<file path="src/rtl/sram_capture_ctrl.sv">
// Capture sequencer for the sampling path: packs channel bytes into 16-bit words,
// writes them circularly into external SRAM and records where the trigger landed.
module sram_capture_ctrl #(
  parameter int ADDR_W = 19
) (
  input  logic              CLK,
  input  logic              nRST,
  input  logic              START,
  input  logic              ABORT,
  input  logic              TRIG,
  input  logic              ADDR_CNT_EN,
  input  logic [7:0]        DATA_A,
  input  logic [7:0]        DATA_B,
  input  logic [ADDR_W-1:0] PRE_CNT,
  input  logic [ADDR_W-1:0] POST_CNT,
  output logic [ADDR_W-1:0] SRAM_ADDR,
  output logic [15:0]       SRAM_DQ,
  output logic              SRAM_nWE,
  output logic              BUSY,
  output logic              DONE,
  output logic [ADDR_W-1:0] TRIG_ADDR
);

  typedef enum logic [2:0] {
    S_IDLE,
    S_PRE,
    S_ARMED,
    S_POST,
    S_DONE
  } state_t;

  state_t state_reg, state_next;

  logic [ADDR_W-1:0] wr_addr_reg, wr_addr_next;
  logic [ADDR_W-1:0] pre_cnt_reg, pre_cnt_next;
  logic [ADDR_W-1:0] post_cnt_reg, post_cnt_next;
  logic [ADDR_W-1:0] sram_addr_reg, sram_addr_next;
  logic [15:0]       sram_dq_reg, sram_dq_next;
  logic              sram_nwe_reg, sram_nwe_next;
  logic              busy_reg, busy_next;
  logic              done_reg, done_next;
  logic [ADDR_W-1:0] trig_addr_reg, trig_addr_next;

  logic              active;
  logic              wr;
  logic              start_ok;
  logic              trig_ok;
  logic [ADDR_W-1:0] pre_inc;
  logic [ADDR_W-1:0] post_inc;

  // ABORT masks every other event in the same cycle, including the write.
  assign active   = (state_reg == S_PRE) || (state_reg == S_ARMED) || (state_reg == S_POST);
  assign wr       = active && ADDR_CNT_EN && !ABORT;
  assign start_ok = ((state_reg == S_IDLE) || (state_reg == S_DONE)) && START && !ABORT;
  assign trig_ok  = (state_reg == S_ARMED) && TRIG && !ABORT;
  assign pre_inc  = pre_cnt_reg + ADDR_W'(1);
  assign post_inc = post_cnt_reg + ADDR_W'(1);

  always_ff @(posedge CLK or negedge nRST) begin
    if (!nRST) begin
      state_reg <= S_IDLE;
    end else begin
      state_reg <= state_next;
    end
  end

  always_comb begin
    state_next = state_reg;
    case (state_reg)
      S_IDLE, S_DONE: begin
        if (START) state_next = (PRE_CNT == '0) ? S_ARMED : S_PRE;
      end
      S_PRE: begin
        if (ADDR_CNT_EN && (pre_inc == PRE_CNT)) state_next = S_ARMED;
      end
      S_ARMED: begin
        if (TRIG) state_next = (POST_CNT == '0) ? S_DONE : S_POST;
      end
      S_POST: begin
        if (ADDR_CNT_EN && (post_inc == POST_CNT)) state_next = S_DONE;
      end
      default: state_next = S_IDLE;
    endcase
    if (ABORT) state_next = S_IDLE;
  end

  always_comb begin
    wr_addr_next   = wr_addr_reg;
    pre_cnt_next   = pre_cnt_reg;
    post_cnt_next  = post_cnt_reg;
    sram_addr_next = sram_addr_reg;
    sram_dq_next   = sram_dq_reg;
    sram_nwe_next  = !wr;
    trig_addr_next = trig_addr_reg;
    busy_next      = (state_next == S_PRE) || (state_next == S_ARMED) || (state_next == S_POST);
    done_next      = (state_next == S_DONE);

    if (wr) begin
      sram_addr_next = wr_addr_reg;
      sram_dq_next   = {DATA_B, DATA_A};
      wr_addr_next   = wr_addr_reg + ADDR_W'(1);
    end
    if (wr && (state_reg == S_PRE)) pre_cnt_next = pre_inc;
    if (wr && (state_reg == S_POST)) post_cnt_next = post_inc;

    // The trigger sample, if any, is written at wr_addr_reg; otherwise that is the next slot.
    if (trig_ok) begin
      trig_addr_next = wr_addr_reg;
      post_cnt_next  = '0;
    end

    if (start_ok) begin
      wr_addr_next = '0;
      pre_cnt_next = '0;
    end
  end

  always_ff @(posedge CLK or negedge nRST) begin
    if (!nRST) begin
      wr_addr_reg   <= '0;
      pre_cnt_reg   <= '0;
      post_cnt_reg  <= '0;
      sram_addr_reg <= '0;
      sram_dq_reg   <= '0;
      sram_nwe_reg  <= 1'b1;
      busy_reg      <= 1'b0;
      done_reg      <= 1'b0;
      trig_addr_reg <= '0;
    end else begin
      wr_addr_reg   <= wr_addr_next;
      pre_cnt_reg   <= pre_cnt_next;
      post_cnt_reg  <= post_cnt_next;
      sram_addr_reg <= sram_addr_next;
      sram_dq_reg   <= sram_dq_next;
      sram_nwe_reg  <= sram_nwe_next;
      busy_reg      <= busy_next;
      done_reg      <= done_next;
      trig_addr_reg <= trig_addr_next;
    end
  end

  assign SRAM_ADDR = sram_addr_reg;
  assign SRAM_DQ   = sram_dq_reg;
  assign SRAM_nWE  = sram_nwe_reg;
  assign BUSY      = busy_reg;
  assign DONE      = done_reg;
  assign TRIG_ADDR = trig_addr_reg;

endmodule

</file>
<file path="config.mk">
export PLATFORM = sky130hd
export DESIGN_NAME = sram_capture_ctrl
export DESIGN_NICKNAME = d
export VERILOG_FILES = /design/src/rtl/sram_capture_ctrl.sv
export SDC_FILE = /design/constraint.sdc
export NUM_CORES = 1
export LEC_CHECK = 0
export CAP_MARGIN = 5
export CORE_ASPECT_RATIO = 0.6
export CORE_MARGIN = 10
export CORE_UTILIZATION = 54
export CTS_CLUSTER_DIAMETER = 150
export DETAILED_ROUTE_END_ITERATION = 8
export GPL_TIMING_DRIVEN = 0
export HOLD_SLACK_MARGIN = 0.03
export PLACE_DENSITY = 0.89
export REMOVE_ABC_BUFFERS = 1
export SLEW_MARGIN = 10
export SYNTH_ARGS = -nofsm -noshare
export SYNTH_HDL_FRONTEND = slang
export SYNTH_SLANG_ARGS = --single-unit
</file>
<file path="constraint.sdc">
create_clock -name CLK -period 2.9 [get_ports CLK]
set_input_delay 0.58 -clock CLK [delete_from_list [all_inputs] [get_ports CLK]]
set_output_delay 0.58 -clock CLK [all_outputs]
set_load 0.05 [all_outputs]
</file>
==> metrics.md <==
| Metric | Value |
|---|---|
| Cell taking the most area after synthesis | dfrtp_1 |
| Pin count of the biggest net entering global routing | just under 80 |
| Switching Fraction | 29.9% |
| Die Width | ~160 µm |
| # Max-Cap Violations | 0 |
| Most common library cells after synthesis | 143 x nand2_1, 116 x dfrtp_1, 64 x o21ai_0 |
| Final HPWL DP | 13500 µm |
| Final wirelength | between 15000 and 20000 µm |
| Multi-input logic area | 3590 µm² |
| Top FF cell, synth | dfrtp_1 |
| Status | finished clean |
| Total negative setup slack | 0 ns |
| CP arrival | ~3.1 ns |
| Switching power | around 0.0013 W |
| P_leak | 3.62 nW |
| Reg area | a little under 3000 µm² |
| Crit path launch type | primary input |
| Fillers | 892 |
| Overall power | around 0.0044 W |
| Initial Util | roughly 55% |
| Post-synth EDFFs | 0 |
| Num rows | 31 |
| Min cycle time layout | roughly 2.8 ns |
| Cell with the most instances after synthesis | nand2_1 |
| Reg-to-reg startpoint | pre_cnt_reg[0]$_DFFE_PN0P_ |
| # clock sinks | between 100 and 150 |
| Share of cells above drive strength 1 | just under 10% |
| Routed via count | 6236 |
| Total CTS buffers | 17 |
| Max FO, Critical Path | 5 |
| Pre-antenna DRT Iters | 6 |
| Worst IR Drop VDD | 0.397 mV |
| Final Skew | approximately 0.01 ns |
| P_int | about 0.003 W |
| Critical Path End Type | flop |
| Clock transition at path regs | 0.06 ns |
| Yosys cell types | 57 |
| ANT nets after route | 0 |
| Cell Area, Synth | 6670 µm² |
| Combinational power share | 16.0% |
| Number of buffers added on ports | between 100 and 150 |
| Worst r2r dst | state_reg[0]$_DFF_PN0_ |
| Final period utilization | between 90% and 100% |
| Gr usage total | a little over a fifth |
| Worst setup path end | wr_addr_reg[17]$_DFFE_PN0P_ |
| Post-synthesis area per instance | 8.76 µm² |
| Worst R2R Setup Slack | 0.15 ns |
| Via density | roughly 6.0 |
| Post-Route Utilization | a little under three quarters |
| Ant diodes | 0 |
| Top Ports | around 120 |
| Power Dens Cells | a little over 500 nW/µm² |
| Chip Height | 106 µm |
| Number of remaining DRC errors | 0 |
| Max Slew Vio Count | 0 |
| GPL Wtd Cong | a little under 1 |
| Slew Limit Headroom | 18.5% |
| Synthesis Warnings | 0 |
| Max frequency | between 0.3 and 0.4 GHz |
| Worst min path class | in2async |
| Grt ovf | 0 |
| Ranking of synthesized cells by area | dfrtp_1 43%, nand2_1 8.0%, xnor2_1 6.6% |
| Reg power frac | between 40% and 50% |
| Hold slack final | 0.0746 ns |
| Core area | ~12000 µm² |
| Slew @ Worst Pin | ~1.2 ns |
| Area delta synth->final | 28.5% |
| FFs w/ async S/R, synth | 100% |
| Routed len/inst | around 18 µm |
| CP Data Required Time | 3.23 ns |
| R2R depth | 8 |
| Initial antenna violation count | 0 |
| Final setup fails | 0 |
| Clk root buf | clkbuf_16 |
| Unrepaired setup endpoints after global routing | false |
| CTS tree | done |
| Vias in the first global route | about 6000 |
| Die footprint | ~17000 µm² |
| Placed cells | 1010 |
| Max Root-Sink Buffers | 2 |
| # nets final | between 900 and 1000 |
| Endpoints failing hold | 0 |
| Critical Path Source | ADDR_CNT_EN |
| 1st-iter DRT viols | 850 |
| Top cell type's share of synthesized area | a little over two fifths |
| Post-Layout Cell Count | 1045 |
| Register area share after synthesis | a little over two fifths |
| Seq cells post-synth | ~120 |
| Worst-skew pair later-pin latency | approximately 0.41 ns |
| First-pass GRT wire length | 30900 µm |
| # H-tree levels | 4 |
| Power share of the clock group | a little over two fifths |
| Mapped Cells | 762 |
| Crit Path Category | in2reg |
[critical path, stage by stage]
cell	delay, ns
clkdlybuf4s50_1	0.62
nor3b_1	0.34
nand4_1	0.23
nor3_1	0.46
nand4_1	0.31
or3_1	0.41
a21oi_1	0.14
[through the flow]
| step | cell area (µm²) | setup slack (ns) |
|---|---|---|
| after global routing | 8580 | 0.0214 |
| after global placement | 7880 | -4.23 |
| after floorplan | 6510 | -1.16 |
| after detailed placement | 7960 | -0.213 |
| final | 8580 | 0.133 |
| after CTS | 8510 | 0.000516 |
[cell usage in the layout (no fill, tap or decap), types with 3 or more instances in the layout]
| cell | count |
|---|---|
| nand2_1 | 143 |
| dfrtp_1 | 116 |
| clkdlybuf4s50_1 | 115 |
| o21ai_0 | 64 |
| nor2_1 | 60 |
| xnor2_1 | 50 |
| nand3_1 | 28 |
| a21oi_1 | 23 |
| nand4_1 | 23 |
| xor2_1 | 22 |
| mux2_2 | 19 |
| nor3_1 | 18 |
| clkbuf_16 | 17 |
| inv_1 | 13 |
| nor4_1 | 13 |
| o31ai_1 | 13 |
| and3_1 | 12 |
| or3_1 | 10 |
| a31oi_1 | 9 |
| o21a_1 | 6 |
| and2_1 | 6 |
| o41ai_1 | 6 |
| inv_6 | 6 |
| and4_1 | 5 |
| nor4_2 | 5 |
| nor2b_1 | 4 |
| buf_4 | 4 |
| or4_1 | 3 |
| o22ai_1 | 3 |
| nand3b_1 | 3 |
| a211oi_1 | 3 |
| nor2_2 | 3 |
| clkinvlp_4 | 3 |
| clkinv_2 | 3 |
| buf_6 | 3 |
[layer usage]
| metal | part of all wire, % | track usage [%] |
|---|---|---|
| met1 | 46 | 31.4 |
| met2 | 43 | 31.5 |
| met3 | 9.7 | 5.39 |
| met4 | 0.74 | 4.45 |
| met5 | 0 | 0 |
[how the worst min path moves through the flow]
| stage | slack [ns] | cells after the start | end |
|---|---|---|---|
| 2_1_floorplan | 0.28 | 0 | BUSY$_DFF_PN0_ |
| 3_3_place_gp | 0.46 | 2 | SRAM_DQ[1]$_DFFE_PN0P_ |
| 3_5_place_dp | 0.46 | 2 | SRAM_DQ[10]$_DFFE_PN0P_ |
| 4_1_cts | 0.09 | 1 | pre_cnt_reg[10]$_DFFE_PN0P_ |
| 5_1_grt | 0.10 | 1 | pre_cnt_reg[10]$_DFFE_PN0P_ |
| 6_report | 0.07 | 1 | pre_cnt_reg[10]$_DFFE_PN0P_ |
[power by group through the flow]
stage	sequential, W	combinational [W]	clock [W]
floorplan	0.00199	0.000163	0
global placement	0.00178	0.000681	0
global route	0.00176	0.000750	0.00205
finish	0.00176	0.000703	0.00193
detailed placement	0.00178	0.000699	0
CTS	0.00175	0.000704	0.00195
[cell type report]
class	instances	area share, %
tap	165	2.41
clock inverter	15	1.39
sequential	117	34.2
multi-input combinational	593	41.8
inverter	14	0.613
timing repair buffer	124	14.7
clock buffer	17	4.96
[kinds of logic after synthesis]
logic type | count (synthesis) | share of synthesized area (%)
AO/OA/AOI/OAI | 142 | 12.9
XOR/XNOR | 72 | 9.45
adder cells (fa/ha/maj) | 3 | 0.562
buffers and inverters | 52 | 3.28
flip-flops | 117 | 43.9
multiplexers | 21 | 3.51
AND/OR/NAND/NOR | 355 | 26.4
[repair_timing]
item | in CTS | in global routing
resized for setup | 1 | 7
endpoints found under the setup margin | 1 | 5
pin swaps | 0 | 1
hold buffers | 0 | 0
buffers inserted | 0 | 3
Note: power is estimated with default switching activity, not from simulation.
==> patch 1, RTL diff (same settings) <==
`ADDR_W`: 19 -> 23.
--- a/src/rtl/sram_capture_ctrl.sv
+++ b/src/rtl/sram_capture_ctrl.sv
@@ -3,3 +3,3 @@
 module sram_capture_ctrl #(
-  parameter int ADDR_W = 19
+  parameter int ADDR_W = 23
 ) (
Interface: changed (resized POST_CNT, PRE_CNT, SRAM_ADDR and TRIG_ADDR); port bits go from 117 to 133. No check against the original RTL was run, so the function may have changed too.
==> patch 1 against the unedited design <==
Die area up 15%. Sequential power up 18%. Cell area up 19%. Fmax down 2.3%. Sequential cell count up 20. Routed wire length up 21%. Via count up 15%. Critical path type is now reg2reg. Critical path depth up 1. Worst setup slack worse by 64 ps. Total power up 15%. First-iteration DRC count down 5.6%. Synthesized area up 18%. Largest power group unchanged.
==> patch 1: results (changes against the unedited design) <==
status:
  outcome: "complete, no violations"
sta:
  worst_slew_pin_slew_ps: 870.1  # -348.5 ps
  fin_skew_ps: 13.38  # +3.480 ps
synth:
  netlist_top_cells_count: "dfrtp_1, o21ai_0, nor2_1"
  ys_types: 72  # +26%
  synth_xor_area_frac: 0.07790  # -0.01659
  synth_compound_area_frac: 0.1424  # +0.01328
  synth.area.mux_share: 0.09110  # +0.05604
  synth.area.top_cells: "dfrtp_1, mux2_2, o21ai_0"
  ys_seq_area_frac: 0.4358  # -0.003112
  synth_fa_ha_area_frac: 0.007949  # +0.002325
  synth_cells: 822  # +7.9%
global_routing:
  use_met2: 0.3189  # +0.003780
  first_global_vias: 6623  # +11%
  grt_usage: 0.2166  # +0.001525
  met1_usage: 0.3116  # -0.002212
  grt_max_degree: 87  # +10%
  grt_pass1_wl_um: 35510  # +15%
power_and_ir_drop:
  max-vdd-ir-drop_uv: 363.9  # -8.4%
  powerComb_mw: 0.878  # +25%
  p_leak_nw: 4.320  # +19%
  swShare: 0.3105  # +0.01110
  powerClk_mw: 2.11  # +9%
  pg_seq_mw: 2.07  # +18%
routing:
  wl_per_cell_um: 19.62  # +9.4%
  wirelength_um: 22630  # +21%
  vias_per_cell: 6.212  # +4.1%
  highest_layer: "met4"
  met1_length_um: 10320  # +19%
  routed-wl-met2_um: 9859  # +21%
  wl_met3_um: 2249  # +23%
  drt_pre_antenna_iters: 5  # -1
  drt-initial-drc-count: 802  # -5.6%
setup_path:
  cp.arrival_ps: 3120  # +20 ps
  slowest_delay_ps: 580  # -40 ps
  critical-path-slowest-cell: "or4_4"
  worstPathMaxFanout: 7  # +2
layout:
  fin_nets: 1015  # +9.1%
  fillers: 1070  # +20%
  drive_gt1_frac: 0.1654  # +0.06885
clocking:
  clkTransAtPathRegs_ps: 70
  cts_buffer_depth: 2  # unchanged
placed_design:
  post-place-ws_ps: -1295  # -1082 ps
  gp_congestion: 0.9377  # -2.9%
  dp_hpwl_um: 15790  # +17%
  placed_cells: 1108  # +9.7%
  port_buffers: 132  # +14%
worst_hold_path:
  hp-class: "in2async"
patch 1: cell count changes after synthesis, sizes merged, moves of 7 or more:
| cell | before | now |
|---|---|---|
| nand3 | 30 | 37 |
| nand2b | 2 | 13 |
| clkbuf | 24 | 36 |
| xnor2 | 50 | 36 |
| nand2 | 143 | 62 |
| and3 | 12 | 19 |
| mux2 | 19 | 61 |
| dfrtp | 116 | 136 |
| xor2 | 22 | 34 |
patch 1: final cells by class:
cell class	count	area (µm²)	share of cell area
tap	198	247.7	0.02436
sequential	137	3443	0.3386
timing repair buffer	146	1455	0.1431
clock buffer	17	425.4	0.04183
clock inverter	15	157.7	0.01550
multi-input combinational	628	4393	0.4320
inverter	12	47.55	0.004675
patch 1: worst paths after layout:
path | endpoint | slack (ps) | cells after the start | start
setup / recovery | state_reg[0] | 70 | 8 | post_cnt_reg[1]
hold / removal | TRIG_ADDR[19] | 90 | 1 | nRST
setup reg to reg | state_reg[0] | 70 | 8 | post_cnt_reg[1]
hold reg to reg | SRAM_ADDR[7] | 510 | 1 | SRAM_ADDR[7]
max in group asynchronous | post_cnt_reg[6] | 1980 | 2 | nRST
min in group CLK | SRAM_ADDR[7] | 510 | 1 | SRAM_ADDR[7]
patch 1: timing repair:
| item | CTS | global route |
|---|---|---|
| buffers inserted | 2 | 10 |
| endpoints found under the setup margin | 66 | 31 |
| hold endpoints to repair | 0 | 0 |
| cloned | 0 | 1 |
| gates resized for setup | 20 | 27 |
| pin swaps | 1 | 5 |
patch 1: stage by stage:
stage	setup TNS, ps	hold slack [ps]	instance area, µm²
floorplan	0	284.4	7679
global placement	-639530	473.0	9248
detailed placement	-56910	495.0	9298
CTS	0	103.9	9982
global route	-101.1	123.8	10170
finish	0	90.86	10170
==> patch 2, RTL diff (same settings) <==
Made on the original files. `wr_addr_reg` no longer has a reset.
--- a/src/rtl/sram_capture_ctrl.sv
+++ b/src/rtl/sram_capture_ctrl.sv
@@ -119,3 +119,2 @@
     if (!nRST) begin
-      wr_addr_reg   <= '0;
       pre_cnt_reg   <= '0;
@@ -129,3 +128,2 @@
     end else begin
-      wr_addr_reg   <= wr_addr_next;
       pre_cnt_reg   <= pre_cnt_next;
@@ -141,2 +139,6 @@
 
+  always_ff @(posedge CLK) begin
+    wr_addr_reg <= wr_addr_next;
+  end
+
   assign SRAM_ADDR = sram_addr_reg;
Behaviour: no difference found for any inputs over 10 cycles, from zero or initial values and one cycle with nRST low; that may be too few to reach the edited logic, so the function may still have changed.
==> patch 2 against the unedited design <==
Die area fell by 4.9%. Count of clock-buffer cells in the layout increased by 2. Synthesized area is 5.7% lower. Cell count decreased by 4.6%. Synthesized cell count down 5.4%. Core utilization grew 2.0 points. Total power rose by 6.9%. Worst setup slack better by 15 ps. First-iteration DRC count shrank 21%. Sequential cell count is the same. Cell area is 3.4% lower. Routed wire length fell by 1.1%. Clock power rose by 12%.
==> patch 2: results (changes against the unedited design) <==
synth:
  synth.area.top_cells: "dfrtp_1, nand2_1, dfxtp_1"
  ys_seq_area_frac: 0.4505  # +0.01159
  synth_compound_area_frac: 0.1233  # -0.005862
  synth.area.mux_share: 0.03739  # +0.002332
  ys_types: 63  # +11%
  synth_fa_ha_area_frac: 0.005967  # +0.0003423
  synth_xor_area_frac: 0.08353  # -0.01096
  netlist_top_cells_count: "nand2_1, dfrtp_1, o21ai_0"
power_and_ir_drop:
  max-vdd-ir-drop_uv: 423.4  # +6.5%
  intPower_mw: 3.372  # +9.7%
  p_leak_nw: 3.574  # -1.1%
sta:
  fin_skew_ps: 6.820  # -3.082 ps
  worst_slew_pin_slew_ps: 1156  # -62.42 ps
layout:
  inverters: 11  # -3
  syn2layout_area_growth_pct: 31.66
  clkCellAreaFrac: 0.07402  # +0.01056
  nonClkBufAreaFrac: 0.1491  # +0.002484
  fillers: 842  # -5.6%
  fin_nets: 887  # -4.6%
  drive_gt1_frac: 0.1039  # +0.007352
  nMultiInputCombCells: 555  # -6.4%
  seq_area_um2: 2834  # -3.2%
  nClkBuffers: 19  # +2
  multi_input_area_share: 0.4047  # -0.01355
  seq_cells: 117  # unchanged
  nNonClkBuffers: 122  # -1.6%
global_routing:
  grt_max_degree: 52  # -34%
  first_global_vias: 5786  # -3.1%
  grt_pass1_wl_um: 29990  # -2.8%
routing:
  wl_per_cell_um: 18.59  # +3.6%
  routed-wl-met2_um: 8500  # +4.3%
  met1_length_um: 8022  # -7.1%
  highest_layer: "met4"
  drt-initial-drc-count: 669  # -21%
  wl_met3_um: 1696  # -7.0%
  vias: 6026  # -3.4%
clocking:
  ctsResizeCount: 7  # +6
  cts_buffer_depth: 2  # unchanged
status:
  outcome: "complete, no violations"
setup_path:
  critical-path-slowest-cell: "dfrtp_1"
  crit_path_start: "post_cnt_reg[0]"
  cp.arrival_ps: 3030  # -70 ps
  slowest_delay_ps: 460  # -160 ps
placed_design:
  dp_hpwl_um: 12570  # -6.8%
  placed_cell_area_um2: 7525  # -5.5%
  gp_congestion: 0.9575  # -0.81%
## patch 2: metrics by stage
step                setup slack, ps  instances
floorplan                   -0.1887        681
global placement              -2383        957
detailed placement           -801.9        960
CTS                           9.142        992
global route                 -8.066        997
finish                        147.3        997
## patch 2: final timing paths
path	to	slack [ps]	cells after the start
min reg2reg	SRAM_DQ[4]	470	2
max reg2reg	state_reg[0]	150	8
min	SRAM_ADDR[12]	220	1
max	state_reg[0]	150	8
min in group CLK	SRAM_DQ[4]	470	2
max in group asynchronous	pre_cnt_reg[18]	1990	2
## patch 2: power by group through the flow
stage               Sequential [mW]  Clock [mW]  Combinational, mW
floorplan                      2.03           0              0.170
global placement               1.79           0              0.718
detailed placement             1.80           0              0.743
CTS                            1.77        2.20              0.750
global route                   1.78        2.28              0.802
finish                         1.77        2.17              0.752
## patch 2: per-layer routing
metal	GRT usage	vias up
li1	-	2748
met1	0.2877	2870
met2	0.3383	362
met3	0.06522	46
met4	0.04282	0
met5	0	-
